**src/rtl/prog_bus_arbiter_if.sv**
```systemverilog
// prog_bus_arbiter_if
//   Bundles every non-clock signal of the programming bus arbiter: the
//   programmer/CPU ownership handshake, the two requester-side memory ports
//   and the muxed memory-side port.
//
//   Handshake semantics: prg_req (or force_prg) asks for ownership. The
//   arbiter raises cpu_halt_req and waits for cpu_halted, or for a drain
//   timeout. It then raises prg_grant. Ownership returns to the CPU after
//   HOLD_CYC consecutive quiet cycles. cpu_rst pulses on hand-back if the
//   window saw a write.
//
//   Modports:
//     slave  - the arbiter's view (requests and ports in, grant/muxed bus out)
//     master - the environment's view (the mirror image)
//   Parameters: CADD_W/CDAT_W code address/word width,
//               DADD_W/DDAT_W data address/word width.
interface prog_bus_arbiter_if #(
    parameter int CADD_W = 12,
    parameter int CDAT_W = 8,
    parameter int DADD_W = 11,
    parameter int DDAT_W = 16
);
    // ownership handshake
    logic              prg_req;
    logic              force_prg;
    logic              cpu_halted;
    logic              cpu_halt_req;
    logic              cpu_rst;
    logic              prg_grant;
    logic              drain_err;
    logic              drop_flag;
    // programmer side
    logic [CADD_W-1:0] p_cadd;
    logic [CDAT_W-1:0] p_cdat;
    logic              p_cwe;
    logic [DADD_W-1:0] p_dadd;
    logic [DDAT_W-1:0] p_ddat;
    logic              p_dwe;
    logic              p_stb;
    // CPU side
    logic [CADD_W-1:0] c_cadd;
    logic [DADD_W-1:0] c_dadd;
    logic [DDAT_W-1:0] c_ddat;
    logic              c_dwe;
    logic              c_stb;
    // memory side
    logic [CADD_W-1:0] m_cadd;
    logic [CDAT_W-1:0] m_cdat;
    logic              m_cwe;
    logic [DADD_W-1:0] m_dadd;
    logic [DDAT_W-1:0] m_ddat;
    logic              m_dwe;
    logic              m_en;

    modport slave (
        input  prg_req, force_prg, cpu_halted,
        input  p_cadd, p_cdat, p_cwe, p_dadd, p_ddat, p_dwe, p_stb,
        input  c_cadd, c_dadd, c_ddat, c_dwe, c_stb,
        output cpu_halt_req, cpu_rst, prg_grant, drain_err, drop_flag,
        output m_cadd, m_cdat, m_cwe, m_dadd, m_ddat, m_dwe, m_en
    );

    modport master (
        output prg_req, force_prg, cpu_halted,
        output p_cadd, p_cdat, p_cwe, p_dadd, p_ddat, p_dwe, p_stb,
        output c_cadd, c_dadd, c_ddat, c_dwe, c_stb,
        input  cpu_halt_req, cpu_rst, prg_grant, drain_err, drop_flag,
        input  m_cadd, m_cdat, m_cwe, m_dadd, m_ddat, m_dwe, m_en
    );
endinterface

```
**src/rtl/prog_bus_arbiter.sv**
```systemverilog
// prog_bus_arbiter
//   Shares the code ROM and data RAM between the Nano CPU and the SPI
//   programming slave. The CPU is halted at an instruction boundary before
//   the programmer gets the buses. The buses go back to the CPU after
//   programmer silence, with a one-cycle CPU restart if anything was written.
//
//   Ports:
//     clk        system clock
//     rst        asynchronous reset, active-high
//     bus        prog_bus_arbiter_if.slave (handshake, requester ports, memory port)
//     dbg_state  current arbiter state (CPU_OWN=0, DRAIN=1, PRG_OWN=2, RELEASE=3)
//   Parameters:
//     HOLD_CYC   consecutive quiet cycles before hand-back (>=2)
//     DRAIN_MAX  cycles waited for cpu_halted before a forced grant (>=1)
//   The bus widths come from the interface instance.
module prog_bus_arbiter #(
    parameter int HOLD_CYC  = 16,
    parameter int DRAIN_MAX = 255
) (
    input  logic                 clk,
    input  logic                 rst,
    prog_bus_arbiter_if.slave    bus,
    output logic [1:0]           dbg_state
);

    localparam int IDLE_W = $clog2(HOLD_CYC);
    localparam int DRN_W  = $clog2(DRAIN_MAX + 1);
    localparam logic [IDLE_W-1:0] IDLE_LAST = IDLE_W'(HOLD_CYC - 1);
    localparam logic [DRN_W-1:0]  DRN_LAST  = DRN_W'(DRAIN_MAX - 1);

    typedef enum logic [1:0] {
        CPU_OWN = 2'd0,
        DRAIN   = 2'd1,
        PRG_OWN = 2'd2,
        RELEASE = 2'd3
    } state_t;

    state_t              state;
    logic                halt_req;
    logic                rst_pulse;
    logic                grant;
    logic                drain_err;
    logic                drop;
    logic                wr_seen;
    logic [DRN_W-1:0]    drain_cnt;
    logic [IDLE_W-1:0]   idle_cnt;

    logic prg_active;
    assign prg_active = bus.prg_req | bus.p_stb | bus.force_prg;

    always_ff @(posedge clk or posedge rst) begin
        if (rst) begin
            state     <= CPU_OWN;
            halt_req  <= 1'b0;
            rst_pulse <= 1'b0;
            grant     <= 1'b0;
            drain_err <= 1'b0;
            drop      <= 1'b0;
            wr_seen   <= 1'b0;
            drain_cnt <= '0;
            idle_cnt  <= '0;
        end else begin
            // A strobe from whichever side does not own the bus never reaches
            // memory (m_en follows the owner). Only the event is recorded here.
            if ((bus.p_stb && !grant) || (bus.c_stb && grant)) begin
                drop <= 1'b1;
            end

            case (state)
                CPU_OWN: begin
                    if (bus.prg_req || bus.force_prg) begin
                        state     <= DRAIN;
                        halt_req  <= 1'b1;
                        drain_cnt <= '0;
                    end
                end
                DRAIN: begin
                    // cpu_halted is tested first so that it wins over a
                    // simultaneous timeout and no error is flagged.
                    if (bus.cpu_halted) begin
                        state    <= PRG_OWN;
                        grant    <= 1'b1;
                        idle_cnt <= '0;
                    end else if (drain_cnt == DRN_LAST) begin
                        state     <= PRG_OWN;
                        grant     <= 1'b1;
                        idle_cnt  <= '0;
                        drain_err <= 1'b1;
                    end else if (drain_cnt != '1) begin
                        drain_cnt <= drain_cnt + DRN_W'(1);
                    end
                end
                PRG_OWN: begin
                    if (bus.p_stb && (bus.p_cwe || bus.p_dwe)) begin
                        wr_seen <= 1'b1;
                    end
                    if (prg_active) begin
                        idle_cnt <= '0;
                    end else if (idle_cnt == IDLE_LAST) begin
                        state     <= RELEASE;
                        grant     <= 1'b0;
                        halt_req  <= 1'b0;
                        rst_pulse <= wr_seen;
                    end else if (idle_cnt != '1) begin
                        idle_cnt <= idle_cnt + IDLE_W'(1);
                    end
                end
                RELEASE: begin
                    // CPU_OWN re-checks prg_req next cycle, so a programmer
                    // that is already back is not locked out.
                    rst_pulse <= 1'b0;
                    wr_seen   <= 1'b0;
                    state     <= CPU_OWN;
                end
                default: state <= CPU_OWN;
            endcase
        end
    end

    assign bus.cpu_halt_req = halt_req;
    assign bus.cpu_rst      = rst_pulse;
    assign bus.prg_grant    = grant;
    assign bus.drain_err    = drain_err;
    assign bus.drop_flag    = drop;
    assign dbg_state        = state;

    // Memory-side mux steered by the registered grant; no added latency.
    // The CPU has no code write path, so m_cdat is zero while it owns.
    assign bus.m_cadd = grant ? bus.p_cadd : bus.c_cadd;
    assign bus.m_cdat = grant ? bus.p_cdat : '0;
    assign bus.m_cwe  = grant & bus.p_cwe;
    assign bus.m_dadd = grant ? bus.p_dadd : bus.c_dadd;
    assign bus.m_ddat = grant ? bus.p_ddat : bus.c_ddat;
    assign bus.m_dwe  = grant ? bus.p_dwe  : bus.c_dwe;
    assign bus.m_en   = grant ? bus.p_stb  : bus.c_stb;

endmodule
```
**src/flat_wrapper.sv**
```systemverilog
// flat-port wrapper written by rule: the top's interface ports become plain ports
module prog_bus_arbiter_flat 
#(
    parameter int HOLD_CYC  = 16,
    parameter int DRAIN_MAX = 255
)
  (clk, rst, dbg_state, bus_prg_req, bus_force_prg, bus_cpu_halted, bus_p_cadd, bus_p_cdat, bus_p_cwe, bus_p_dadd, bus_p_ddat, bus_p_dwe, bus_p_stb, bus_c_cadd, bus_c_dadd, bus_c_ddat, bus_c_dwe, bus_c_stb, bus_cpu_halt_req, bus_cpu_rst, bus_prg_grant, bus_drain_err, bus_drop_flag, bus_m_cadd, bus_m_cdat, bus_m_cwe, bus_m_dadd, bus_m_ddat, bus_m_dwe, bus_m_en);
  prog_bus_arbiter_if bus_i ();
  input  logic clk;
  input  logic rst;
  output logic [1:0] dbg_state;
  input wire logic [$bits(bus_i.prg_req)-1:0] bus_prg_req;
  input wire logic [$bits(bus_i.force_prg)-1:0] bus_force_prg;
  input wire logic [$bits(bus_i.cpu_halted)-1:0] bus_cpu_halted;
  input wire logic [$bits(bus_i.p_cadd)-1:0] bus_p_cadd;
  input wire logic [$bits(bus_i.p_cdat)-1:0] bus_p_cdat;
  input wire logic [$bits(bus_i.p_cwe)-1:0] bus_p_cwe;
  input wire logic [$bits(bus_i.p_dadd)-1:0] bus_p_dadd;
  input wire logic [$bits(bus_i.p_ddat)-1:0] bus_p_ddat;
  input wire logic [$bits(bus_i.p_dwe)-1:0] bus_p_dwe;
  input wire logic [$bits(bus_i.p_stb)-1:0] bus_p_stb;
  input wire logic [$bits(bus_i.c_cadd)-1:0] bus_c_cadd;
  input wire logic [$bits(bus_i.c_dadd)-1:0] bus_c_dadd;
  input wire logic [$bits(bus_i.c_ddat)-1:0] bus_c_ddat;
  input wire logic [$bits(bus_i.c_dwe)-1:0] bus_c_dwe;
  input wire logic [$bits(bus_i.c_stb)-1:0] bus_c_stb;
  output wire logic [$bits(bus_i.cpu_halt_req)-1:0] bus_cpu_halt_req;
  output wire logic [$bits(bus_i.cpu_rst)-1:0] bus_cpu_rst;
  output wire logic [$bits(bus_i.prg_grant)-1:0] bus_prg_grant;
  output wire logic [$bits(bus_i.drain_err)-1:0] bus_drain_err;
  output wire logic [$bits(bus_i.drop_flag)-1:0] bus_drop_flag;
  output wire logic [$bits(bus_i.m_cadd)-1:0] bus_m_cadd;
  output wire logic [$bits(bus_i.m_cdat)-1:0] bus_m_cdat;
  output wire logic [$bits(bus_i.m_cwe)-1:0] bus_m_cwe;
  output wire logic [$bits(bus_i.m_dadd)-1:0] bus_m_dadd;
  output wire logic [$bits(bus_i.m_ddat)-1:0] bus_m_ddat;
  output wire logic [$bits(bus_i.m_dwe)-1:0] bus_m_dwe;
  output wire logic [$bits(bus_i.m_en)-1:0] bus_m_en;
  assign bus_i.prg_req = bus_prg_req;
  assign bus_i.force_prg = bus_force_prg;
  assign bus_i.cpu_halted = bus_cpu_halted;
  assign bus_i.p_cadd = bus_p_cadd;
  assign bus_i.p_cdat = bus_p_cdat;
  assign bus_i.p_cwe = bus_p_cwe;
  assign bus_i.p_dadd = bus_p_dadd;
  assign bus_i.p_ddat = bus_p_ddat;
  assign bus_i.p_dwe = bus_p_dwe;
  assign bus_i.p_stb = bus_p_stb;
  assign bus_i.c_cadd = bus_c_cadd;
  assign bus_i.c_dadd = bus_c_dadd;
  assign bus_i.c_ddat = bus_c_ddat;
  assign bus_i.c_dwe = bus_c_dwe;
  assign bus_i.c_stb = bus_c_stb;
  assign bus_cpu_halt_req = bus_i.cpu_halt_req;
  assign bus_cpu_rst = bus_i.cpu_rst;
  assign bus_prg_grant = bus_i.prg_grant;
  assign bus_drain_err = bus_i.drain_err;
  assign bus_drop_flag = bus_i.drop_flag;
  assign bus_m_cadd = bus_i.m_cadd;
  assign bus_m_cdat = bus_i.m_cdat;
  assign bus_m_cwe = bus_i.m_cwe;
  assign bus_m_dadd = bus_i.m_dadd;
  assign bus_m_ddat = bus_i.m_ddat;
  assign bus_m_dwe = bus_i.m_dwe;
  assign bus_m_en = bus_i.m_en;
  prog_bus_arbiter #(.HOLD_CYC(HOLD_CYC), .DRAIN_MAX(DRAIN_MAX)) u_core (.clk(clk), .rst(rst), .bus(bus_i), .dbg_state(dbg_state));
endmodule
```
**config.mk**
```make
export PLATFORM = sky130hd
export DESIGN_NAME = prog_bus_arbiter_flat
export DESIGN_NICKNAME = d
export VERILOG_FILES = /design/src/rtl/prog_bus_arbiter_if.sv /design/src/rtl/prog_bus_arbiter.sv /design/src/flat_wrapper.sv
export SDC_FILE = /design/constraint.sdc
export NUM_CORES = 1
export LEC_CHECK = 0
export CAP_MARGIN = 10
export CORE_MARGIN = 1
export CORE_UTILIZATION = 32
export DETAILED_ROUTE_END_ITERATION = 6
export PLACE_DENSITY = 0.81
export REMOVE_ABC_BUFFERS = 1
export SYNTH_ARGS = -nofsm -noshare
export SYNTH_HDL_FRONTEND = slang
export SYNTH_SLANG_ARGS = --single-unit
```
**constraint.sdc**
```tcl
create_clock -name clk -period 2.5 [get_ports clk]
set_clock_uncertainty 0.15 [all_clocks]
set_input_delay 0.5 -clock clk [delete_from_list [all_inputs] [get_ports clk]]
set_output_delay 0.5 -clock clk [all_outputs]
set_load 0.03 [all_outputs]
```
**Word-level counts from Yosys, hierarchy flattened**

Cells that the tools add are included.

- Mux-type cells: 35
- Bitwise logic cells: 4
- Eq/ne operators: 17
- Reduce and logical (&&, ||, !) cells: 20
- $add $sub $neg: 2

Operators with widths:

| operator | count |
|---|---|
| $mux 8 | 5 |
| $mux 4 | 5 |
| $mux 16 | 1 |
| $pmux 8 s2 | 1 |
| $reduce_and 4->1 | 4 |
| $mux 12 | 1 |
| $mux 11 | 1 |
| $mux 1 | 10 |
| $mux 2 | 5 |
| $add 8x1->8 const B | 1 |
| $eq 8x8->1 const B | 1 |
| $ne 2x1->1 const B | 4 |
| $ne 8x8->1 const B | 1 |
| $pmux 1 s2 | 4 |
| $pmux 2 s4 | 1 |
| $pmux 4 s2 | 1 |
| $reduce_bool 2->1 | 4 |
| $ne 2x2->1 const B | 3 |
| $ne 3x2->1 const B | 2 |
| $reduce_and 3->1 | 2 |
| $reduce_and 5->1 | 1 |
| $add 4x1->4 const B | 1 |
| $eq 2x2->1 const B | 2 |
| $eq 4x4->1 const B | 1 |
| other kinds (11) | 16 |

- Output and inout port bits: 57
- Bits in registers: 20
- Logic and storage cells: 87
- Input port bits: 96

**Longest topological paths before layout**

- Depth after elaboration: 5
- Mapped depth: 8
- Depth with buffers taken out: 6

**Worst setup path after synthesis**

OpenSTA, ideal clock, no wires.

- Path type: register -> output
- Start point: register u_core.grant (netlist: u_core.bus.prg_grant)
- End point: output bus_m_cadd[10]
- Buffers on the path: 2
- Path slack: 242 ps
- Arrival: 1,608 ps
- Required time: 1,850 ps
- Cell stages (with the launch flop): 4
- Cells stage by stage: dfrtp_1 clkbuf_1 buf_1 mux2_2

- Word-level cells in the longest chain between the ends: 1

Ends and longest elaborated chain:

| element | line | text |
|---|---|---|
| start, declared | prog_bus_arbiter.sv:41 | `logic grant;` |
| start signal, assigned | prog_bus_arbiter.sv:56 | `grant <= 1'b0;` |
| start signal, assigned | prog_bus_arbiter.sv:82 | `grant <= 1'b1;` |
| start signal, assigned | prog_bus_arbiter.sv:86 | `grant <= 1'b1;` |
| $mux 12 | prog_bus_arbiter.sv:129 | `assign bus.m_cadd = grant ? bus.p_cadd : bus.c_cadd;` |
| end, declared | flat_wrapper.sv:32 | `output wire logic [$bits(bus_i.m_cadd)-1:0] bus_m_cadd;` |

Every way passes these cells.

**Worst setup path in the final report**

- Start point: input bus_p_cwe
- End point: output bus_m_cwe

- Word-level cells in the longest chain between the ends: 1

Ends and longest elaborated chain:

| element | line | text |
|---|---|---|
| start, declared | flat_wrapper.sv:17 | `input wire logic [$bits(bus_i.p_cwe)-1:0] bus_p_cwe;` |
| $and 1x1->1 | prog_bus_arbiter.sv:131 | `assign bus.m_cwe = grant & bus.p_cwe;` |
| end, declared | flat_wrapper.sv:34 | `output wire logic [$bits(bus_i.m_cwe)-1:0] bus_m_cwe;` |

Every way passes these cells.

==> flow_results.org <==
** Status
- Outcome :: completed

** Power and ir drop
- Power share of the combinational group :: 57.1%
- Power spread over the standard cell area amounts to 454.7 nW/um2.
- Portion of total power attributed to the clock network :: roughly 16%
- Internal portion of total power :: around 0.00095 W
- Part of the total power dissipated in sequential elements :: between 20 and 30%
- Switching power total :: 0.0006344 W
- VDD sags by at most 556.5 uV.
- Switching share of power :: about two fifths
- Static power due to leakage :: around 1.5 nW

** Synthesis
- Of the post-synthesis cell area, the dominant cell type holds 27.87%.
- In this run the mean area of a mapped cell was ~9.8 um2.
- After synthesis, the largest family of logic cells by area is multiplexers.
- Among all flip-flop cells after synthesis, the most frequent one is sky130_fd_sc_hd__dfrtp_1.
- Post-synth cell types :: 45
- Ranked by instance count, the synthesized netlist is headed by 42 x sky130_fd_sc_hd__mux2_2, 20 x sky130_fd_sc_hd__dfrtp_1, 15 x sky130_fd_sc_hd__o21ai_0.
- Multiplexer area fraction after synthesis :: 27.46%
- Synth Area in Adders :: under 10%
- Summing every instance area after synthesis gives 1795 um2.
- Fraction of the yosys area taken by sequential cells :: around 28%
- Number of synthesized register bits :: 20
- EDFF count, synth :: 0
- Compound-gate portion of the synthesized area :: 19.44%
- Simple-gate share of the synthesized area :: between 10% and 20%
- In the post-synthesis netlist, the cell with the most instances is sky130_fd_sc_hd__mux2_2.
- Synthesis handed over a netlist of 183 instances.
- Largest cells by area after synthesis :: sky130_fd_sc_hd__dfrtp_1 28%, sky130_fd_sc_hd__mux2_2 26%, sky130_fd_sc_hd__ha_1 5.6%, sky130_fd_sc_hd__o21ai_0 4.2%, sky130_fd_sc_hd__and2_1 3.1%
- Async SR Flop Fraction :: 100.0%
- Yosys printed 0 warnings.
- After Yosys synthesis, XOR and XNOR cells account for 0% of the synthesized area.
- Largest area contributor in the synthesized netlist :: sky130_fd_sc_hd__dfrtp_1

** Flow run
- Max-cap violations in this run came to 0.

** Critical path
- Category of the worst setup path capture point :: primary output
- Data arrives at the worst endpoint at 1770 ps.
- The endpoint identified for the worst register-to-register timing path is u_core.dbg_state[1].
- Max FO, Critical Path :: 2
- Measured in cells, the most critical reg-to-reg path has a length of 5.
- Endpoint of the most critical setup path :: bus_m_cwe
- CP required :: roughly 1900 ps
- The worst setup path is launched from a primary input.
- Critical path class :: in -> out
- Critical register-to-register path startpoint :: u_core.idle_cnt[0]
- The setup check on the worst reg-to-reg path leaves a slack of approximately 260 ps.
- Beginning of the critical path :: bus_p_cwe

** Layout
- Layout-stage area growth over the synthesis result :: 93.73%
- In the final layout, the share of cells above drive strength 1 is 22.42%.
- Fill cell instance count of the final layout :: roughly 440
- After routing the design area is ~3500 um2.
- Count of antenna diodes in the layout :: 0
- Number of nets in the finished design :: 444

** Detailed routing
- The first routing iteration left 80 violations.
- Number of remaining DRC errors :: 0
- In this run the remaining antenna-violating nets after routing total 0.
- Aggregate routed wire length :: around 7.7 mm
- Detailed-routing iteration count for the pre-antenna-repair pass :: 4
- Routed length per instance :: 18.74 um
- Routed vias :: ~2100
- Using the TritonRoute via totals, the vias-per-cell ratio works out to about 5.2.

** Die
- Horiz. Die Dim :: 76.91 um
- Floorplan Core Area :: 5270 um2
- The die covers 5914 um2.
- The floorplan step set the die height to about 77 um.
- Initial Utilization :: about a third
- Number of standard-cell rows in the floorplan :: 26
- I/O pin count :: about 150

** Global route
- Antenna violations before repair :: 0
- Global routing usage summed across all routing layers :: between 20 and 30%
- First-pass GRT wire length :: approximately 12 mm
- The number of global-route vias before repair was between 2000 and 2500.
- Total gr overflow :: 0
- Entering global routing, the biggest net connects slightly above 50 pins.

** Clock tree
- The number of clock buffers added by TritonCTS is 3.
- Clock-pin transition on the worst setup and hold timing paths :: about 80 ps
- The longest clock path from root to sink contains 2 buffers.
- Clock Latency Late Sink :: between 200 and 300 ps
- CTS built an H-tree with a depth of 1.
- TritonCTS built the clock tree.
- Clock tree synthesis selected as its root buffer the cell sky130_fd_sc_hd__clkbuf_8.
- Clock sink count :: 20

** STA
- Tmin final :: 2420 ps
- Final worst slack :: 79.69 ps
- Setup violations remaining at the end of the flow were counted as 0.
- Hold slack final :: approximately 310 ps
- Summed over all failing endpoints, the final setup total negative slack is 0 ps.
- At the pin with the least slew margin, the transition time is approximately 530 ps.
- Hold Violations, Final :: 0
- The number of max-slew violations in the final report is 0.
- Max_slew headroom :: roughly 64%
- The worst path uses a little over nine tenths of the clock period.
- Fmax achieved :: 413.2 MHz
- Setup repair after global routing left no endpoint under its margin.

** Min path
- Class of the tightest hold or removal check :: reg -> reg

** Place
- Worst slack at placement :: -24.74 ps
- Weighted congestion reported at the end of routability-driven placement :: 0.8828
- The wire-length estimate of the detail-placed layout is 6.370 mm.
- Post-detailed-placement cell area :: 3462 um2
- Port buffer count :: approximately 150
## critical path, stage by stage
cell                              delay, ps
sky130_fd_sc_hd__clkdlybuf4s50_1        470
sky130_fd_sc_hd__and2_1                 120
sky130_fd_sc_hd__clkdlybuf4s50_1        670
## sequential cells by signal, indices dropped and copies added (netlist names)
signal and flops:
u_core.wr_seen 1, u_core.idle_cnt 4, u_core.drain_cnt 8, u_core.bus.drop_flag 1, u_core.bus.drain_err 1, u_core.bus.cpu_halt_req 1, u_core.bus.prg_grant 1, u_core.bus.cpu_rst 1
u_core.dbg_state 2
## worst min path at each step
stage | cells past startpoint | start | to
floorplan | 1 | rst | u_core.bus.cpu_halt_req
global placement | 1 | u_core.bus.drop_flag | u_core.bus.drop_flag
detailed placement | 1 | u_core.bus.drop_flag | u_core.bus.drop_flag
CTS | 1 | u_core.bus.drop_flag | u_core.bus.drop_flag
global route | 1 | u_core.bus.drop_flag | u_core.bus.drop_flag
finish | 1 | u_core.bus.drop_flag | u_core.bus.drop_flag
## logic make-up after synthesis
| kind of cell | after synthesis |
|---|---|
| buffers and inverters | 18 |
| multiplexers | 44 |
| flip-flops | 20 |
| adder cells (fa/ha/maj) | 8 |
| AND/OR/NAND/NOR | 46 |
| AO/OA/AOI/OAI | 47 |
## layer usage
metal / global-route usage [%] / routed length (um)
met1: 31.42 / 2989
met2: 46.16 / 3936
met3: 5.357 / 604
met4: 6.154 / 136
met5: 0 / 0
## layout make-up
class                   count  area (um2)  area share, %
repair buffers            163        1590          45.72
multi-input cells         145        1217          35.00
flip-flops and latches     20       501.7          14.42
well taps                  70       87.58          2.518
clock buffers               4       55.05          1.583
inverters                   7       26.28         0.7554
## cell usage in the layout, fill, tap and decap left out, types with 4 or more instances in the layout
cell and instances:
sky130_fd_sc_hd__nor2_1 5, sky130_fd_sc_hd__ha_1 8, sky130_fd_sc_hd__o31ai_1 6, sky130_fd_sc_hd__inv_1 7
sky130_fd_sc_hd__mux2_2 42, sky130_fd_sc_hd__clkdlybuf4s50_1 111, sky130_fd_sc_hd__and2_1 9, sky130_fd_sc_hd__a31oi_1 6
sky130_fd_sc_hd__nand2_1 8, sky130_fd_sc_hd__o21ai_0 15, sky130_fd_sc_hd__buf_4 17, sky130_fd_sc_hd__buf_12 4
sky130_fd_sc_hd__dfrtp_1 19, sky130_fd_sc_hd__clkbuf_8 4, sky130_fd_sc_hd__nand3_1 6, sky130_fd_sc_hd__dlygate4sd2_1 31
## power by group through the flow
stage	clock network (W)	registers (W)	logic, W
after floorplan	0	0.000450	0.000483
after detailed placement	0	0.000428	0.000914
after global routing	0.000269	0.000432	0.000975
after CTS	0.000255	0.000422	0.000903
final	0.000255	0.000424	0.000903
after global placement	0	0.000425	0.000891
## stage by stage
| stage | power, W | instances | utilization [%] |
|---|---|---|---|
| 2_1_floorplan | 0.0009328 | 172 | - |
| 3_3_place_gp | 0.001316 | 405 | 65.69 |
| 3_5_place_dp | 0.001342 | 405 | 65.69 |
| 4_1_cts | 0.001580 | 409 | 66.00 |
| 5_1_grt | 0.001677 | 409 | 66.00 |
| 6_report | 0.001582 | 409 | 66.00 |
## what timing repair did
action	4_1_cts	5_1_grt
resized for setup	31	0
buffers inserted	0	0
hold buffers	0	0
setup endpoints to repair	31	0
hold endpoints to repair	0	0
No activity file was read; power rests on OpenSTA's default activity.
